===== src/rtl/arbiter_2x1_pkg.sv =====
// Shared encodings for the 2:1 round-robin arbiter: FSM state codes and mux select values.
package arbiter_2x1_pkg;

    localparam logic [1:0] ST_IDLE  = 2'b00;
    localparam logic [1:0] ST_GNT_A = 2'b01;
    localparam logic [1:0] ST_GNT_B = 2'b10;

    localparam logic SEL_A = 1'b0;
    localparam logic SEL_B = 1'b1;

endpackage


===== src/rtl/arbiter_2x1_hold_counter.sv =====
// Saturating hold timer: counts grant cycles and flags when the holder has used its full share.
module hold_counter #(
    parameter int MAX_HOLD = 8
) (
    input  logic clk,
    input  logic reset,
    input  logic clear,
    input  logic en,
    output logic at_max
);

    localparam logic [7:0] LIMIT = 8'(MAX_HOLD - 1);

    logic [7:0] cnt_q;
    logic [7:0] cnt_d;

    // Parks at LIMIT so an uncontended holder keeps its grant without wrapping.
    always_comb begin
        cnt_d = cnt_q;
        if (clear) begin
            cnt_d = '0;
        end else if (en && (cnt_q != LIMIT)) begin
            cnt_d = cnt_q + 8'd1;
        end
    end

    always_ff @(posedge clk) begin
        if (reset) begin
            cnt_q <= '0;
        end else begin
            cnt_q <= cnt_d;
        end
    end

    assign at_max = (cnt_q == LIMIT);

endmodule


===== src/rtl/arbiter_2x1.sv =====
// Two-requester round-robin arbiter driving the select of a 2:1 data mux, with a hold timer
// that forces a handoff under contention so neither side starves.
module arbiter_2x1 #(
    parameter int DATA_W   = 8,
    parameter int MAX_HOLD = 8
) (
    input  logic              clk,
    input  logic              reset,
    input  logic              req_a,
    input  logic              req_b,
    input  logic [DATA_W-1:0] data_a,
    input  logic [DATA_W-1:0] data_b,
    output logic              grant_a,
    output logic              grant_b,
    output logic              sel,
    output logic [DATA_W-1:0] data_out,
    output logic              valid_out
);

    import arbiter_2x1_pkg::*;

    logic [1:0] state_q;
    logic [1:0] state_d;
    logic       last_b_q;
    logic       last_b_d;
    logic       grant_a_q;
    logic       grant_b_q;
    logic       sel_q;
    logic       hold_at_max;
    logic       hold_clear;
    logic       hold_en;

    // A tie from IDLE goes to whoever was not served last; a holder keeps the path
    // until it drops its request or its share runs out while the other side waits.
    always_comb begin
        state_d = state_q;
        case (state_q)
            ST_IDLE: begin
                if (req_a && req_b) begin
                    state_d = last_b_q ? ST_GNT_A : ST_GNT_B;
                end else if (req_a) begin
                    state_d = ST_GNT_A;
                end else if (req_b) begin
                    state_d = ST_GNT_B;
                end
            end
            ST_GNT_A: begin
                if (!req_a) begin
                    state_d = req_b ? ST_GNT_B : ST_IDLE;
                end else if (req_b && hold_at_max) begin
                    state_d = ST_GNT_B;
                end
            end
            ST_GNT_B: begin
                if (!req_b) begin
                    state_d = req_a ? ST_GNT_A : ST_IDLE;
                end else if (req_a && hold_at_max) begin
                    state_d = ST_GNT_A;
                end
            end
            default: state_d = ST_IDLE;
        endcase
    end

    always_comb begin
        last_b_d = last_b_q;
        if ((state_d == ST_GNT_A) && (state_q != ST_GNT_A)) begin
            last_b_d = 1'b0;
        end else if ((state_d == ST_GNT_B) && (state_q != ST_GNT_B)) begin
            last_b_d = 1'b1;
        end
    end

    assign hold_en    = (state_q == ST_GNT_A) || (state_q == ST_GNT_B);
    assign hold_clear = (state_d != state_q) || !hold_en;

    hold_counter #(
        .MAX_HOLD (MAX_HOLD)
    ) u_hold_counter (
        .clk    (clk),
        .reset  (reset),
        .clear  (hold_clear),
        .en     (hold_en),
        .at_max (hold_at_max)
    );

    // Grants and select are registered from the next state so they change with the state.
    always_ff @(posedge clk) begin
        if (reset) begin
            state_q   <= ST_IDLE;
            last_b_q  <= 1'b1;
            grant_a_q <= 1'b0;
            grant_b_q <= 1'b0;
            sel_q     <= SEL_A;
        end else begin
            state_q   <= state_d;
            last_b_q  <= last_b_d;
            grant_a_q <= (state_d == ST_GNT_A);
            grant_b_q <= (state_d == ST_GNT_B);
            sel_q     <= (state_d == ST_GNT_B) ? SEL_B : SEL_A;
        end
    end

    assign grant_a   = grant_a_q;
    assign grant_b   = grant_b_q;
    assign sel       = sel_q;
    assign valid_out = grant_a_q | grant_b_q;
    assign data_out  = (sel_q == SEL_B) ? data_b : data_a;

endmodule


===== config.mk =====
export PLATFORM = sky130hd
export DESIGN_NAME = arbiter_2x1
export DESIGN_NICKNAME = d
export VERILOG_FILES = /design/src/rtl/arbiter_2x1_pkg.sv /design/src/rtl/arbiter_2x1_hold_counter.sv /design/src/rtl/arbiter_2x1.sv
export SDC_FILE = /design/constraint.sdc
export NUM_CORES = 1
export LEC_CHECK = 0
export CORE_MARGIN = 1.5
export CORE_UTILIZATION = 40
export DETAILED_ROUTE_END_ITERATION = 10
export PLACE_DENSITY = 0.82
export SETUP_SLACK_MARGIN = 0.1
export SLEW_MARGIN = 10
export SYNTH_ARGS = -nofsm -noshare
export SYNTH_HDL_FRONTEND = slang
export SYNTH_SLANG_ARGS = --single-unit

===== constraint.sdc =====
create_clock -name clk -period 2.1 [get_ports clk]
set_input_delay 0.42 -clock clk [delete_from_list [all_inputs] [get_ports clk]]
set_output_delay 0.42 -clock clk [all_outputs]
set_load 0.02 [all_outputs]

### Yosys cells after proc, flatten, opt, wreduce, memory -nomap -nowiden

Cells that the tools add are included.

* output and inout port bits: 12
* register bits: 14

* muxes and demuxes: 15
* equality and inequality tests: 9
* add/sub/neg operators: 1
* bitwise logic cells: 1
* reductions and logical operators: 12

Operators with widths (count)
* 2-to-1 mux 2 bit: 9
* adder 8 x 1 -> 8 bit, second input constant: 1
* == test 8 x 3 -> 1 bit, second input constant: 1
* 2-to-1 mux 8 bit: 1
* inequality test 8 x 3 -> 1 bit, second input constant: 1
* logical AND 1 bit: 6
* one-hot mux 2 bit (3 select lines): 1
* == test 2 x 1 -> 1 bit, second input constant: 2
* == test 2 bit, second input constant: 2
* 2-to-1 mux 1 bit: 4
* zero test 2 bit: 1
* logical OR 1 bit: 2
* inequality test 2 x 1 -> 1 bit, second input constant: 1
* inequality test 2 bit: 1
* inequality test 2 bit, second input constant: 1
* nonzero test 2 bit: 1
* OR reduction 2 bit: 1
* zero test 1 bit: 1
* OR 1 bit: 1

### Logic depth before layout (Yosys ltp)

* depth after elaboration: 9
* gate-level depth with buffers: 7
* gate-level depth less buffers: 7

### Hierarchy

A second synthesis with hierarchy kept.

* cells, all modules: 101
* area total of the unflattened synthesis: 895.9 sq um

Modules (own cells, without submodules)
* arbiter_2x1: times used 1, area an instance 478.0 sq um, cells an instance 55, sequential area each 100.1 sq um
* hold_counter: times used 1, area an instance 417.9 sq um, cells an instance 46, sequential area each 160.2 sq um

### Worst setup path before layout

Ideal clock, no wire load.

* path kind: input to register
* start: input port req_a
* end: register u_hold_counter.cnt_q[0]
* arrival time: 1955 ps
* setup slack: 4 ps
* buffers on the path: 1
* stages: 6
* cell sequence: buf_2 or4b_1 o21ai_0 o221a_2 mux2i_1 nor3_1

* word-level cells in the longest chain between the ends: 7
* elaborated cells between the ends (all ways): 12
* classes of those cells: 1 x eq/ne; 7 x mux; 4 x reduce/logical

Ends and longest elaborated chain
* start, declared: line arbiter_2x1.sv:9 `input logic req_a,`
* logical AND 1 bit: line arbiter_2x1.sv:57 `end else if (req_a && hold_at_max) begin`
* 2-to-1 mux 2 bit: line arbiter_2x1.sv:57
* 2-to-1 mux 2 bit: line arbiter_2x1.sv:55 `if (!req_b) begin`
* one-hot mux 2 bit (3 select lines) (*): line arbiter_2x1.sv:37 `case (state_q)`
* inequality test 2 bit (*): line arbiter_2x1.sv:75 `assign hold_clear = (state_d != state_q) || !hold_en;`
* logical OR 1 bit (*): line arbiter_2x1.sv:75
* OR reduction 2 bit (no line) (*)
* end signal, assigned: line arbiter_2x1_hold_counter.sv:31 `cnt_q <= cnt_d;`
* end, declared: line arbiter_2x1_hold_counter.sv:14 `logic [7:0] cnt_q;`

Mark *: on every way between the ends. The rest lies on a longest branch, timed or not.
A chain may end at the register's enable or synchronous reset.

### Worst setup path after layout

* start: register u_hold_counter.cnt_q[6]
* end: register u_hold_counter.cnt_q[1]

* word-level cells in the longest chain between the ends: 8
* elaborated cells between the ends (all ways): 13
* classes of those cells: 3 x eq/ne; 5 x mux; 5 x reduce/logical

Ends and longest elaborated chain
* == test 8 x 3 -> 1 bit: line arbiter_2x1_hold_counter.sv:35 `assign at_max = (cnt_q == LIMIT);`
* logical AND 1 bit, on equally long branches: line arbiter_2x1.sv:57, arbiter_2x1.sv:50
* 2-to-1 mux 2 bit, on equally long branches: line arbiter_2x1.sv:57, arbiter_2x1.sv:50
* 2-to-1 mux 2 bit, on equally long branches: line arbiter_2x1.sv:55, arbiter_2x1.sv:48
* one-hot mux 2 bit (3 select lines): line arbiter_2x1.sv:37
* inequality test 2 bit: line arbiter_2x1.sv:75
* logical OR 1 bit: line arbiter_2x1.sv:75
* OR reduction 2 bit (no line)

Parallel ways exist; a longest one is shown, timed or not.

==> impl_metrics.json <==
{
  "status": "finished, final reports clean",
  "die_area_um2": 2580,
  "dieWidth_um": 50.8,
  "rsz0062_at_grt": "yes",
  "synth.yosys.seq_area_share_pct": 28.5,
  "setup_viol": 0,
  "cts_tree": "built",
  "ctsRootBufferMaster": "clkbuf_4",
  "num_vias": 975,
  "grtUsageMet3_pct": 7.02,
  "end_kind": "flop",
  "pwr_density_cell_nw_per_um2": 740,
  "yosysWarningCount": 0,
  "start_util_pct": 41.7,
  "relSlewSlack_pct": 74.4,
  "busiest_layer": "met2",
  "cts_max_level": 1,
  "fmax_mhz": 494,
  "synth_edf_count": 0,
  "grt_usage_pct": 24.8,
  "hold_viol": 0,
  "cts.sinks": 13,
  "viasPerCell": 5.67,
  "drv_slew": 0,
  "place.gp.congestion": 0.865,
  "grt_use_met1_pct": 27.4,
  "routed_wl_mm": 3.02,
  "ir_drop_mv": 0.475,
  "fin_crit_ns": 2.02,
  "synth_most_common_cell": "dfxtp_1",
  "syn_to_final_growth_pct": 66.1,
  "drc_errors": 0,
  "io_pins": 32,
  "postLayoutCoreUtil_pct": 69.3,
  "grt_pass1_wl_mm": 4.79,
  "dpl_worst_slack_ns": -0.382,
  "ys_seq_elements": 13,
  "synth_commonest_cells": "13 x dfxtp_1, 9 x nor3_1, 8 x mux2_2, 7 x xor2_1, 5 x ha_1",
  "fin_nets": 170,
  "fin_skew_ns": 0.00458,
  "cp_max_fo": 8,
  "insertion_delay_ns": 0.28,
  "cts_made_buffers": 3,
  "yosys.area.top_type_share_pct": 28.5,
  "cts_buffer_depth": 2,
  "fillCellCount": 175,
  "drt_iter0_drc": 19,
  "path_clk_slew_ns": 0.08,
  "fin_ws_ns": 0.0763,
  "whs_ns": 0.571,
  "grt_pass1_vias": 1035,
  "hpwlAfterDp_mm": 1.91,
  "port-buffer-count": 31,
  "antenna_found_initial": 0,
  "synthArstFlopShare_pct": 0,
  "grt_start_max_net_pins": 12,
  "synth_cell_type_count": 39,
  "antenna_left": 0,
  "synth_ff_type": "dfxtp_1",
  "yosysTopAreaCell": "dfxtp_1",
  "synthCells": 97,
  "dr.pass1.iters": 4,
  "dp.cells": 162,
  "gr-total-overflow": 0,
  "cp.arrival_ns": 2.18,
  "min_period_over_period_pct": 96.4,
  "grt_util_met2_pct": 46.7,
  "worstPathRequired_ns": 2.26,
  "min_path_type": "reg2reg",
  "drive_gt1_share_pct": 35.4,
  "drt-wirelength-per-cell_um": 17.5,
  "power.static_leakage_nw": 0.606,
  "final_cells": 172,
  "syn_nets": 122,
  "num_antenna_cells": 0,
  "syn_avg_cell_area_um2": 9.43,
  "critical_path_class": "reg2reg",
  "maxCapViolations": 0,
  "core-area_um2": 2190,
  "rows": 17,
  "dieHeight_um": 50.8,
  "crit_path_start_kind": "flop",
  "syn_area_um2": 915,
  "tightest_slew_ns": 0.384,
  "ys_top_cells_by_area": "dfxtp_1 28%, mux2_2 9.8%, ha_1 6.8%"
}
## cell type report
class                           instances  area, um^2  area share [%]
Timing Repair Buffer                   46         443            29.2
Multi-Input combinational cell         78         736            48.4
Clock buffer                            4        26.3            1.73
Inverter                                3        11.3           0.741
Sequential cell                        13         268            17.6
Tap cell                               28        35.0            2.31
## path summary, 6_finish.rpt
path	end	depth (start not counted)	slack, ns	from
worst max-delay path	u_hold_counter.cnt_q[1]	6	0.08	u_hold_counter.cnt_q[6]
worst min-delay path	last_b_q	2	0.57	last_b_q
worst max register to register	u_hold_counter.cnt_q[1]	6	0.08	u_hold_counter.cnt_q[6]
worst min register to register	last_b_q	2	0.57	last_b_q
## cell usage in the layout, fill, tap and decap left out, types with 2 or more instances in the layout
master	count
and3_1	2
nor3b_1	2
nand4_1	3
or4b_4	2
nor3_2	7
dlygate4sd2_1	9
ha_1	4
o21ai_1	2
inv_1	3
clkbuf_4	3
mux2i_1	3
nand3_1	4
nor2_1	4
nand2_1	4
buf_4	12
buf_12	2
dfxtp_2	3
mux2_2	8
dfxtp_1	9
xor2_1	7
nor3_1	2
clkdlybuf4s50_1	21
## power by group
group / internal [W] / switching, W
logic: 0.000339 / 0.000333
registers: 0.000272 / 0.0000235
clock network: 0.0000737 / 0.0000840
## flip-flops by register name, summed over array words and instances (netlist names)
name,count
last_b_q,1
state_q,2
u_hold_counter.cnt_q,8
grant_b,1
grant_a,1
## critical path: stages (launching register included)
cell and delay (ns):
dfxtp_2 0.34, or4b_4 0.53, or2_4 0.27, a221oi_4 0.34, buf_12 0.16, xnor2_4 0.19, nor3_1 0.08
## cells by family (layout without fill, tap and decap cells)
family / count (synthesis) / count (layout) / share of synthesized area, %
mux: 12 / 12 / 14.2
flops: 13 / 13 / 28.5
compound gates: 14 / 14 / 13.4
simple gates: 39 / 39 / 25.6
xor+xnor: 8 / 8 / 8.48
buf+inv: 6 / 53 / 3.01
fa+ha+maj: 5 / 5 / 6.84
## metrics by stage
stage	power, W	setup TNS (ns)	instance area [um^2]
final	0.00112	0	1520
after global routing	0.00118	0	1520
after CTS	0.00109	0	1470
after detailed placement	0.000821	-3.71	1330
after global placement	0.000807	-3.28	1330
after floorplan	0.000628	0	931
## timing repair
action | in CTS | in global routing
setup endpoints to repair | 19 | 11
hold buffers | 0 | 0
setup buffers | 6 | 0
gates resized for setup | 23 | 12
pin swaps | 12 | 3
gates cloned | 0 | 0
## routing by layer
metal | up-vias | wire, um
li1 | 459 | -
met1 | 472 | 1180
met2 | 40 | 1620
met3 | 4 | 167
met4 | 0 | 46
met5 | - | 0
Note: power is estimated with default switching activity, not from simulation.
